`config.mk`:
```
export PLATFORM = sky130hd
export DESIGN_NAME = sync_filter_bank
export DESIGN_NICKNAME = d
export VERILOG_FILES = /design/src/rtl/sync_pkg.sv /design/src/rtl/sync_filter_channel.sv /design/src/rtl/sync_filter_bank.sv
export SDC_FILE = /design/constraint.sdc
export NUM_CORES = 1
export LEC_CHECK = 0
export CAP_MARGIN = 20
export CORE_AREA = 8 8 45 47
export DETAILED_ROUTE_END_ITERATION = 8
export DIE_AREA = 0 0 53 55
export DONT_BUFFER_PORTS = 1
export SYNTH_ARGS = -nofsm -noshare
export SYNTH_HDL_FRONTEND = slang
export SYNTH_SLANG_ARGS = --single-unit
```
`constraint.sdc`:
```
create_clock -name clk -period 1.2 [get_ports clk]
set_input_delay 0 -clock clk [delete_from_list [all_inputs] [get_ports clk]]
set_output_delay 0 -clock clk [all_outputs]
set_load 0.01 [all_outputs]
```
`src/rtl/sync_pkg.sv`:
```
// Shared limits and helpers for input synchronizer/filter blocks.
// The UART receiver imports this package as well.
package sync_pkg;

    localparam int CHANNELS_MIN   = 1;
    localparam int CHANNELS_MAX   = 32;
    localparam int STAGES_MIN     = 2;
    localparam int STAGES_MAX     = 4;
    localparam int FILTER_LEN_MAX = 255;

    // Width of a counter able to hold 0..filter_len. Never less than 1 bit.
    function automatic int cnt_width(input int filter_len);
        int w;
        w = $clog2(filter_len + 1);
        return (w < 1) ? 1 : w;
    endfunction

endpackage

```
`src/rtl/sync_filter_channel.sv`:
```
// One channel: a metastability sync chain, then a tick-qualified persistence
// filter and a registered edge detector.
module sync_filter_channel
    import sync_pkg::*;
#(
    parameter int   STAGES      = 2,
    parameter logic RESET_VALUE = 1'b1,
    parameter int   FILTER_LEN  = 3
) (
    input  logic clk,
    input  logic reset,
    input  logic sample_tick,
    input  logic async_in,
    output logic data_out,
    output logic rise,
    output logic fall
);

    localparam int CW = cnt_width(FILTER_LEN);

    logic [STAGES-1:0] sync_q;
    logic              sync;
    logic              load;

    always_ff @(posedge clk or posedge reset) begin
        if (reset) sync_q <= {STAGES{RESET_VALUE}};
        else       sync_q <= {sync_q[STAGES-2:0], async_in};
    end

    assign sync = sync_q[STAGES-1];

    generate
        if (FILTER_LEN == 0) begin : g_bypass
            logic unused_tick;
            assign unused_tick = sample_tick;
            assign load        = (sync != data_out);
        end else begin : g_filter
            localparam logic [CW-1:0] CNT_LAST = CW'(FILTER_LEN - 1);

            logic [CW-1:0] cnt_q;
            logic [CW-1:0] cnt_d;

            // Count ticks on which the synced level disagrees with the output;
            // any agreeing cycle restarts the run.
            always_comb begin
                load  = 1'b0;
                cnt_d = cnt_q;
                if (sync == data_out) begin
                    cnt_d = '0;
                end else if (sample_tick) begin
                    if (cnt_q == CNT_LAST) begin
                        load  = 1'b1;
                        cnt_d = '0;
                    end else begin
                        cnt_d = cnt_q + 1'b1;
                    end
                end
            end

            always_ff @(posedge clk or posedge reset) begin
                if (reset) cnt_q <= '0;
                else       cnt_q <= cnt_d;
            end
        end
    endgenerate

    // Pulses register alongside data_out so they line up with the new level.
    always_ff @(posedge clk or posedge reset) begin
        if (reset) begin
            data_out <= RESET_VALUE;
            rise     <= 1'b0;
            fall     <= 1'b0;
        end else begin
            rise <= load &  sync;
            fall <= load & ~sync;
            if (load) data_out <= sync;
        end
    end

endmodule

```
`src/rtl/sync_filter_bank.sv`:
```
// Bank of independent synchronizer/glitch-filter channels sharing clk, reset
// and the filter sample tick.
module sync_filter_bank
    import sync_pkg::*;
#(
    parameter int                  CHANNELS    = 1,
    parameter int                  STAGES      = 2,
    parameter logic [CHANNELS-1:0] RESET_VALUE = '1,
    parameter int                  FILTER_LEN  = 3
) (
    input  logic                clk,
    input  logic                reset,
    input  logic                sample_tick,
    input  logic [CHANNELS-1:0] async_in,
    output logic [CHANNELS-1:0] data_out,
    output logic [CHANNELS-1:0] rise,
    output logic [CHANNELS-1:0] fall
);

    generate
        if (CHANNELS < CHANNELS_MIN || CHANNELS > CHANNELS_MAX ||
            STAGES < STAGES_MIN || STAGES > STAGES_MAX ||
            FILTER_LEN < 0 || FILTER_LEN > FILTER_LEN_MAX) begin : g_bad_params
            $error("sync_filter_bank: parameter out of range");
        end
    endgenerate

    genvar i;
    generate
        for (i = 0; i < CHANNELS; i++) begin : g_ch
            sync_filter_channel #(
                .STAGES      (STAGES),
                .RESET_VALUE (RESET_VALUE[i]),
                .FILTER_LEN  (FILTER_LEN)
            ) u_ch (
                .clk         (clk),
                .reset       (reset),
                .sample_tick (sample_tick),
                .async_in    (async_in[i]),
                .data_out    (data_out[i]),
                .rise        (rise[i]),
                .fall        (fall[i])
            );
        end
    endgenerate

endmodule

```
==> impl_results.md, run 1 <==
* TritonCTS Buffers at 3
* Worst skew pair latency at 0.25 ns
* Wire per inst at 12.26 um
* Post-synthesis area per instance at 13.89 sq um
* # resized after CTS at 0
* Pwr Density at 1996 nW/um^2
* Length of routed met2 wiring at 218 um
* Slew @ Worst Pin at 0.2711 ns
* Flop-to-flop setup slack at 0.17 ns
* RSZ-0062 raised after global routing: no
* Core ar. at 1384 sq um
* First-pass GRT wire length at 862 um
* Yosys warning count at 0
* Cells after synthesis at 19
* Post-synthesis cell type count at 10
* DR DRC count at 0
* Clock H-tree levels at 1
* Hold/Removal Path Class: in2async
* Non-Filler Instances at 42
* Final Hold Vio Count at 0
* RD Place Congestion at 0.5682
* Top cell type's share of synthesized area at 37.91%
* M1 WL at 190 um
* Post-synthesis cell area at 264.0 sq um
* CTS Buffer Depth at 2
* Most common cell in the netlist: dfrtp_1
* Sum Neg Setup Slack at 0 ns
* Fin nets at 31
* Net Count, Synth at 23
* Global-route usage over all layers at 4.563%
* Fin crit share at 85.99%
* Critical path launch point type: flip-flop
* # rows at 14
* Die H at 55 um
* Worst R2R Path Depth at 2
* CTS tree: done
* Required @ worst endpoint at 1.37 ns
* Worst path max stage delay at 0.40 ns
* Antenna Nets Post-Route at 0
* CTS Root Cell: clkbuf_4
* Full die area at 2915 sq um
* Area leader, netlist: dfrtp_1
* Starting DRT DRC Count at 3
* Sequential-to-total area share from yosys stat at 67.77%
* Vias/cell at 4.143
* Max Fclk at 969.2 MHz
* Pins Over Slew Limit at 0
* Vias at 174
* Ratio of cells with drive above 1 in the final layout at 23.08%
* Worst R2R End: g_ch[0].u_ch.data_out
* # setup viols final at 0
* Synthesized flop and latch total at 7
* CTS clk-pin slew, worst paths at 0.05 ns
* CP Max Fanout at 4
* Initial antenna violation count at 0
* Layout fillers at 152
* Largest net degree at the start of global routing at 8
* Crit. End Element: flip-flop
* Top post-synthesis cells by area: dfrtp_1 38%, dfstp_2 30%, nand3b_1 5.7%
* N_diodes at 0
* Status: completed
* Final HPWL DP at 388.8 um
* Primary FF master, synth: dfrtp_1
* Min cycle time layout at 1.032 ns
* Ports at 7
* Clock Sinks at 7
* First drt pass iteration count at 4
* Placed cell count at 35
* Arrival @ worst endpoint at 1.21 ns
* Layout area overhead at 28.91%
* Die W at 53 um
* Worst Clk Skew at 0.006625 ns
* Max IR drop VDD at 0.9087 mV
* DRT Wirelength at 515 um
* Max Used Layer: met3
* Slew HR at 81.90%
* Grt total ovfl at 0
* Number of flops mapped to enable cells by yosys at 0
* Starting Density at 19.08%
* Static leakage at 0.1392 nW
* Routed wl met3 at 105 um
* MaxCap Viol Count at 0
* Commonest cells post-synth: 4 x dfrtp_1, 3 x dfstp_2
* Finished Core Util at 24.59%
* Port Buf Inserts at 0
* R2r startpoint: g_ch[0].u_ch.g_filter.cnt_q[0]
* Critical path's slowest cell: dfrtp_1
* Worst path cell trace: nand3b_1 > mux2_1
* Number of global-route vias before repair at 195
* Asr flop ratio synth at 100.0%
* Critical path class: reg2reg
[critical path: cells and delay by family (launching register included)]
family        cells  cell delay (ns)
flops             1             0.40
mux               1             0.34
simple gates      1             0.22
[timing repair]
action / in CTS / in global routing
buffers inserted: 0 / 0
hold endpoints to repair: 12 / 0
hold buffers: 3 / 0
[cell usage in the layout, fill, tap and decap left out, drive strengths merged]
master	Yosys	layout
clkbuf	0	4
nand2b	2	2
nor3b	2	2
dfrtp	4	4
or3b	1	1
dlygate4sd3	0	3
nand3b	2	2
dfstp	3	3
xnor2	1	1
mux2	1	1
inv	1	1
a21oi	2	2
[worst max-delay path by stage]
stage	from	end	slack (ns)	cells past startpoint
final	g_ch[0].u_ch.g_filter.cnt_q[0]	g_ch[0].u_ch.data_out	0.17	2
after global placement	g_ch[0].u_ch.g_filter.cnt_q[0]	g_ch[0].u_ch.data_out	0.23	2
after CTS	g_ch[0].u_ch.g_filter.cnt_q[0]	g_ch[0].u_ch.data_out	0.18	2
after detailed placement	g_ch[0].u_ch.g_filter.cnt_q[0]	g_ch[0].u_ch.data_out	0.18	2
after floorplan	g_ch[0].u_ch.g_filter.cnt_q[0]	g_ch[0].u_ch.data_out	0.24	2
after global routing	g_ch[0].u_ch.g_filter.cnt_q[0]	g_ch[0].u_ch.data_out	0.11	2
[cell type report]
type / instances / area (sq um) / area share [%]
well taps: 16 / 20.02 / 5.882
clock buffers: 4 / 26.28 / 7.721
flip-flops and latches: 7 / 178.9 / 52.57
inverters: 1 / 3.754 / 1.103
multi-input cells: 11 / 81.33 / 23.90
repair buffers: 3 / 30.03 / 8.824
[metal layers]
| layer | GRT usage, % | up-vias |
|---|---|---|
| li1 | - | 78 |
| met1 | 4.019 | 86 |
| met2 | 6.055 | 10 |
| met3 | 6.952 | 0 |
| met4 | 0 | 0 |
| met5 | 0 | - |
[flip-flops by register name, indices dropped and copies added (netlist names)]
| signal | flops |
|---|---|
| g_ch.u_ch.data_out | 1 |
| g_ch.u_ch.sync_q | 2 |
| g_ch.u_ch.rise | 1 |
| g_ch.u_ch.g_filter.cnt_q | 2 |
| g_ch.u_ch.fall | 1 |
[kinds of logic (layout without fill, tap and decap cells)]
family                    Yosys count  after routing  synth area share (%)
buffers and inverters               1              8                 1.420
AOI/OAI and AO/OA                   2              2                 3.792
muxes                               1              1                 4.265
and+or+nand+nor                     7              7                 19.43
xor gates and xnor gates            1              1                 3.318
DFF                                 7              7                 67.78
[where the power goes]
part / leakage [nW] / internal [W] / switching [W]
Clock: 0.0150 / 0.000127 / 0.0000832
Sequential: 0.0862 / 0.000300 / 0.0000663
Combinational: 0.0381 / 0.0000615 / 0.0000413
Total: 0.139 / 0.000488 / 0.000191
[through the flow]
step / worst slack (ns) / power (W) / hold slack (ns) / cell area (sq um)
3_3_place_gp: 0.2344 / 0.0004456 / -0.1819 / 284.0
5_1_grt: 0.1107 / 0.0007329 / 0.1355 / 340.3
2_1_floorplan: 0.2419 / 0.0004317 / -0.1988 / 264.0
3_5_place_dp: 0.1849 / 0.0004643 / -0.1707 / 284.0
6_report: 0.1682 / 0.0006792 / 0.1181 / 340.3
4_1_cts: 0.1763 / 0.0006888 / 0.1111 / 340.3
Power figures use the tool's default switching activity.
==> run 2, diff against run 1 <==
- SETUP_SLACK_MARGIN: not set -> 0.02
- SYNTH_HIERARCHICAL: not set -> 1
==> impl_results.md, run 2 <==
* Status: completed (unchanged)
* Area leader, netlist: dfrtp_1 (unchanged)
* Asr flop ratio synth at 100.0% (unchanged)
* # rows at 14 (unchanged)
* Final Hold Vio Count at 0 (unchanged)
* Worst path max stage delay at 0.41 ns (was 0.40 ns)
* Max IR drop VDD at 0.4746 mV (was 0.9087 mV)
* Hold/Removal Path Class: in2async (unchanged)
* Global-route usage over all layers at 5.275% (was 4.563%)
* Net Count, Synth at 23 (unchanged)
* Crit. End Element: flip-flop (unchanged)
* Slew HR at 82.29% (was 81.90%)
* Worst skew pair latency at 0.26 ns (was 0.25 ns)
* Largest net degree at the start of global routing at 8 (unchanged)
* Full die area at 2915 sq um (unchanged)
* First-pass GRT wire length at 979 um (was 862 um)
* Sequential-to-total area share from yosys stat at 67.77% (unchanged)
* First drt pass iteration count at 2 (was 4)
* Critical path launch point type: flip-flop (unchanged)
* Most common cell after layout, fill and taps aside: dfrtp_1 (unchanged)
* Layout area overhead at 28.91% (unchanged)
* Primary FF master, synth: dfrtp_1 (unchanged)
* Final worst slack at 0.1560 ns (was 0.1682 ns)
* DRT Wirelength at 545 um (was 515 um)
* Synthesized flop and latch total at 7 (unchanged)
* Ratio of cells with drive above 1 in the final layout at 23.08% (unchanged)
* Critical path's slowest cell: dfrtp_1 (unchanged)
* Vias/cell at 4.286 (was 4.143)
* TritonCTS Buffers at 3 (unchanged)
* Number of flops mapped to enable cells by yosys at 0 (unchanged)
* Fin Hold WS at 0.1136 ns (was 0.1181 ns)
* Core ar. at 1384 sq um (unchanged)
* Post-synthesis area per instance at 13.89 sq um (unchanged)
* Commonest non-fill, non-tap cells in the layout: 4 x dfrtp_1, 3 x clkbuf_4, 3 x dfstp_2, 3 x dlygate4sd3_1 (unchanged)
* CTS tree: done (unchanged)
* CTS Buffer Depth at 2 (unchanged)
* Cells after synthesis at 19 (unchanged)
* Die H at 55 um (unchanged)
* Static leakage at 0.1393 nW (was 0.1392 nW)
* Fin crit share at 87.00% (was 85.99%)
* Sum Neg Setup Slack at 0 ns (unchanged)
* CP Max Fanout at 4 (unchanged)
* Worst Clk Skew at 0.004012 ns (was 0.006625 ns)
* Max Fclk at 957.9 MHz (was 969.2 MHz)
* Required @ worst endpoint at 1.38 ns (was 1.37 ns)
* Grt total ovfl at 0 (unchanged)
* Post-synthesis cell area at 264.0 sq um (unchanged)
* Clock Sinks at 7 (unchanged)
* Pwr Density at 2024 nW/um^2 (was 1996 nW/um^2)
* Starting DRT DRC Count at 2 (was 3)
* Pins Over Slew Limit at 0 (unchanged)
* Starting Density at 19.08% (unchanged)
* Fin area at 340.3 sq um (unchanged)
* Most common cell in the netlist: dfrtp_1 (unchanged)
* Die W at 53 um (unchanged)
* Initial antenna violation count at 0 (unchanged)
* Area post-placement at 284.0 sq um (unchanged)
* RSZ-0062 raised after global routing: no (unchanged)
* DR DRC count at 0 (unchanged)
* Post-Place Setup Slack at 0.1675 ns (was 0.1849 ns)
* Ports at 7 (unchanged)
* CTS Root Cell: clkbuf_4 (unchanged)
* Post-synthesis cell type count at 10 (unchanged)
* Port Buf Inserts at 0 (unchanged)
* RD Place Congestion at 0.5783 (was 0.5682)
* Non-Filler Instances at 42 (unchanged)
* Commonest cells post-synth: 4 x dfrtp_1, 3 x dfstp_2 (unchanged)
* Arrival @ worst endpoint at 1.22 ns (was 1.21 ns)
* Worst path cell trace: nand3b_1 > mux2_1 (unchanged)
* Yosys warning count at 6 (was 0)
* Top post-synthesis cells by area: dfrtp_1 38%, dfstp_2 30%, nand3b_1 5.7% (unchanged)
* CTS clk-pin slew, worst paths at 0.06 ns (was 0.05 ns)
* Vias at 180 (was 174)
* Number of global-route vias before repair at 205 (was 195)
* Top cell type's share of synthesized area at 37.91% (unchanged)
* Placed cell count at 35 (unchanged)
* Antenna Nets Post-Route at 0 (unchanged)
* Fin nets at 31 (unchanged)
* Min cycle time layout at 1.044 ns (was 1.032 ns)
* MaxCap Viol Count at 0 (unchanged)
* Wire per inst at 12.98 um (was 12.26 um)
* Slew @ Worst Pin at 0.2653 ns (was 0.2711 ns)
* N_diodes at 0 (unchanged)
* Top Registers: g_ch.u_ch/g_filter.cnt_q: 2 flops, g_ch.u_ch/sync_q: 2 flops (was g_ch.u_ch.g_filter.cnt_q: 2 flops, g_ch.u_ch.sync_q: 2 flops)
* Critical path class: reg2reg (unchanged)
* # setup viols final at 0 (unchanged)
* Clock H-tree levels at 1 (unchanged)
-- run 2: layer usage --
layer | global-route usage (%) | vias to the layer above | part of all wire, %
li1 | - | 78 | -
met5 | 0 | - | 0
met2 | 7.227 | 10 | 42
met4 | 6.466 | 0 | 4.4
met1 | 4.012 | 89 | 39
met3 | 4.813 | 3 | 15
-- run 2: final cells by class --
type                            instances  area (sq um)
Sequential cell                         7         178.9
Inverter                                1         3.754
Multi-Input combinational cell         11         81.33
Fill cell                             148          1044
Clock buffer                            4         26.28
Timing Repair Buffer                    3         30.03
Tap cell                               16         20.02
-- run 2: cells by family after synthesis --
family | count (synthesis) | synth area share [%]
AO/OA/AOI/OAI | 2 | 3.792
XOR/XNOR | 1 | 3.318
buffers and inverters | 1 | 1.420
flip-flops | 7 | 67.78
multiplexers | 1 | 4.265
AND/OR/NAND/NOR | 7 | 19.43
-- run 2: worst paths after layout --
kind,startpoint,endpoint,slack (ns),depth (start not counted)
max in group asynchronous,reset,g_ch[0].u_ch/sync_q[1],0.82,2
hold / removal,reset,g_ch[0].u_ch/g_filter.cnt_q[0],0.11,2
min in group clk,async_in,g_ch[0].u_ch/sync_q[0],0.29,1
hold reg to reg,g_ch[0].u_ch/sync_q[0],g_ch[0].u_ch/sync_q[1],0.35,0
setup / recovery,g_ch[0].u_ch/g_filter.cnt_q[0],g_ch[0].u_ch/data_out,0.16,2
setup reg to reg,g_ch[0].u_ch/g_filter.cnt_q[0],g_ch[0].u_ch/data_out,0.16,2
-- run 2: timing repair --
| action | CTS | global route |
|---|---|---|
| gates resized for setup | 0 | 0 |
| endpoints found under the hold margin | 12 | 0 |
| buffers inserted | 0 | 0 |
| hold buffers | 3 | 0 |
-- run 2: worst max-delay path: cells and delay by family (launching register included) --
family,cells,cell delay (ns)
simple gates,1,0.22
mux,1,0.34
flops,1,0.41
-- run 2: power breakdown --
| part | total [W] | switching (W) | leakage (nW) | internal, W |
|---|---|---|---|---|
| Sequential | 0.000364 | 0.0000641 | 0.0862 | 0.000300 |
| Combinational | 0.000105 | 0.0000440 | 0.0381 | 0.0000608 |
| Clock | 0.000220 | 0.0000928 | 0.0150 | 0.000127 |
| Total | 0.000689 | 0.000201 | 0.139 | 0.000488 |
-- run 2: through the flow --
stage / util, % / total power (W)
after global routing: 24.59 / 0.0007384
after detailed placement: 20.52 / 0.0004667
after CTS: 24.59 / 0.0007036
final: 24.59 / 0.0006890
after global placement: 20.52 / 0.0004460
after floorplan: - / 0.0004310
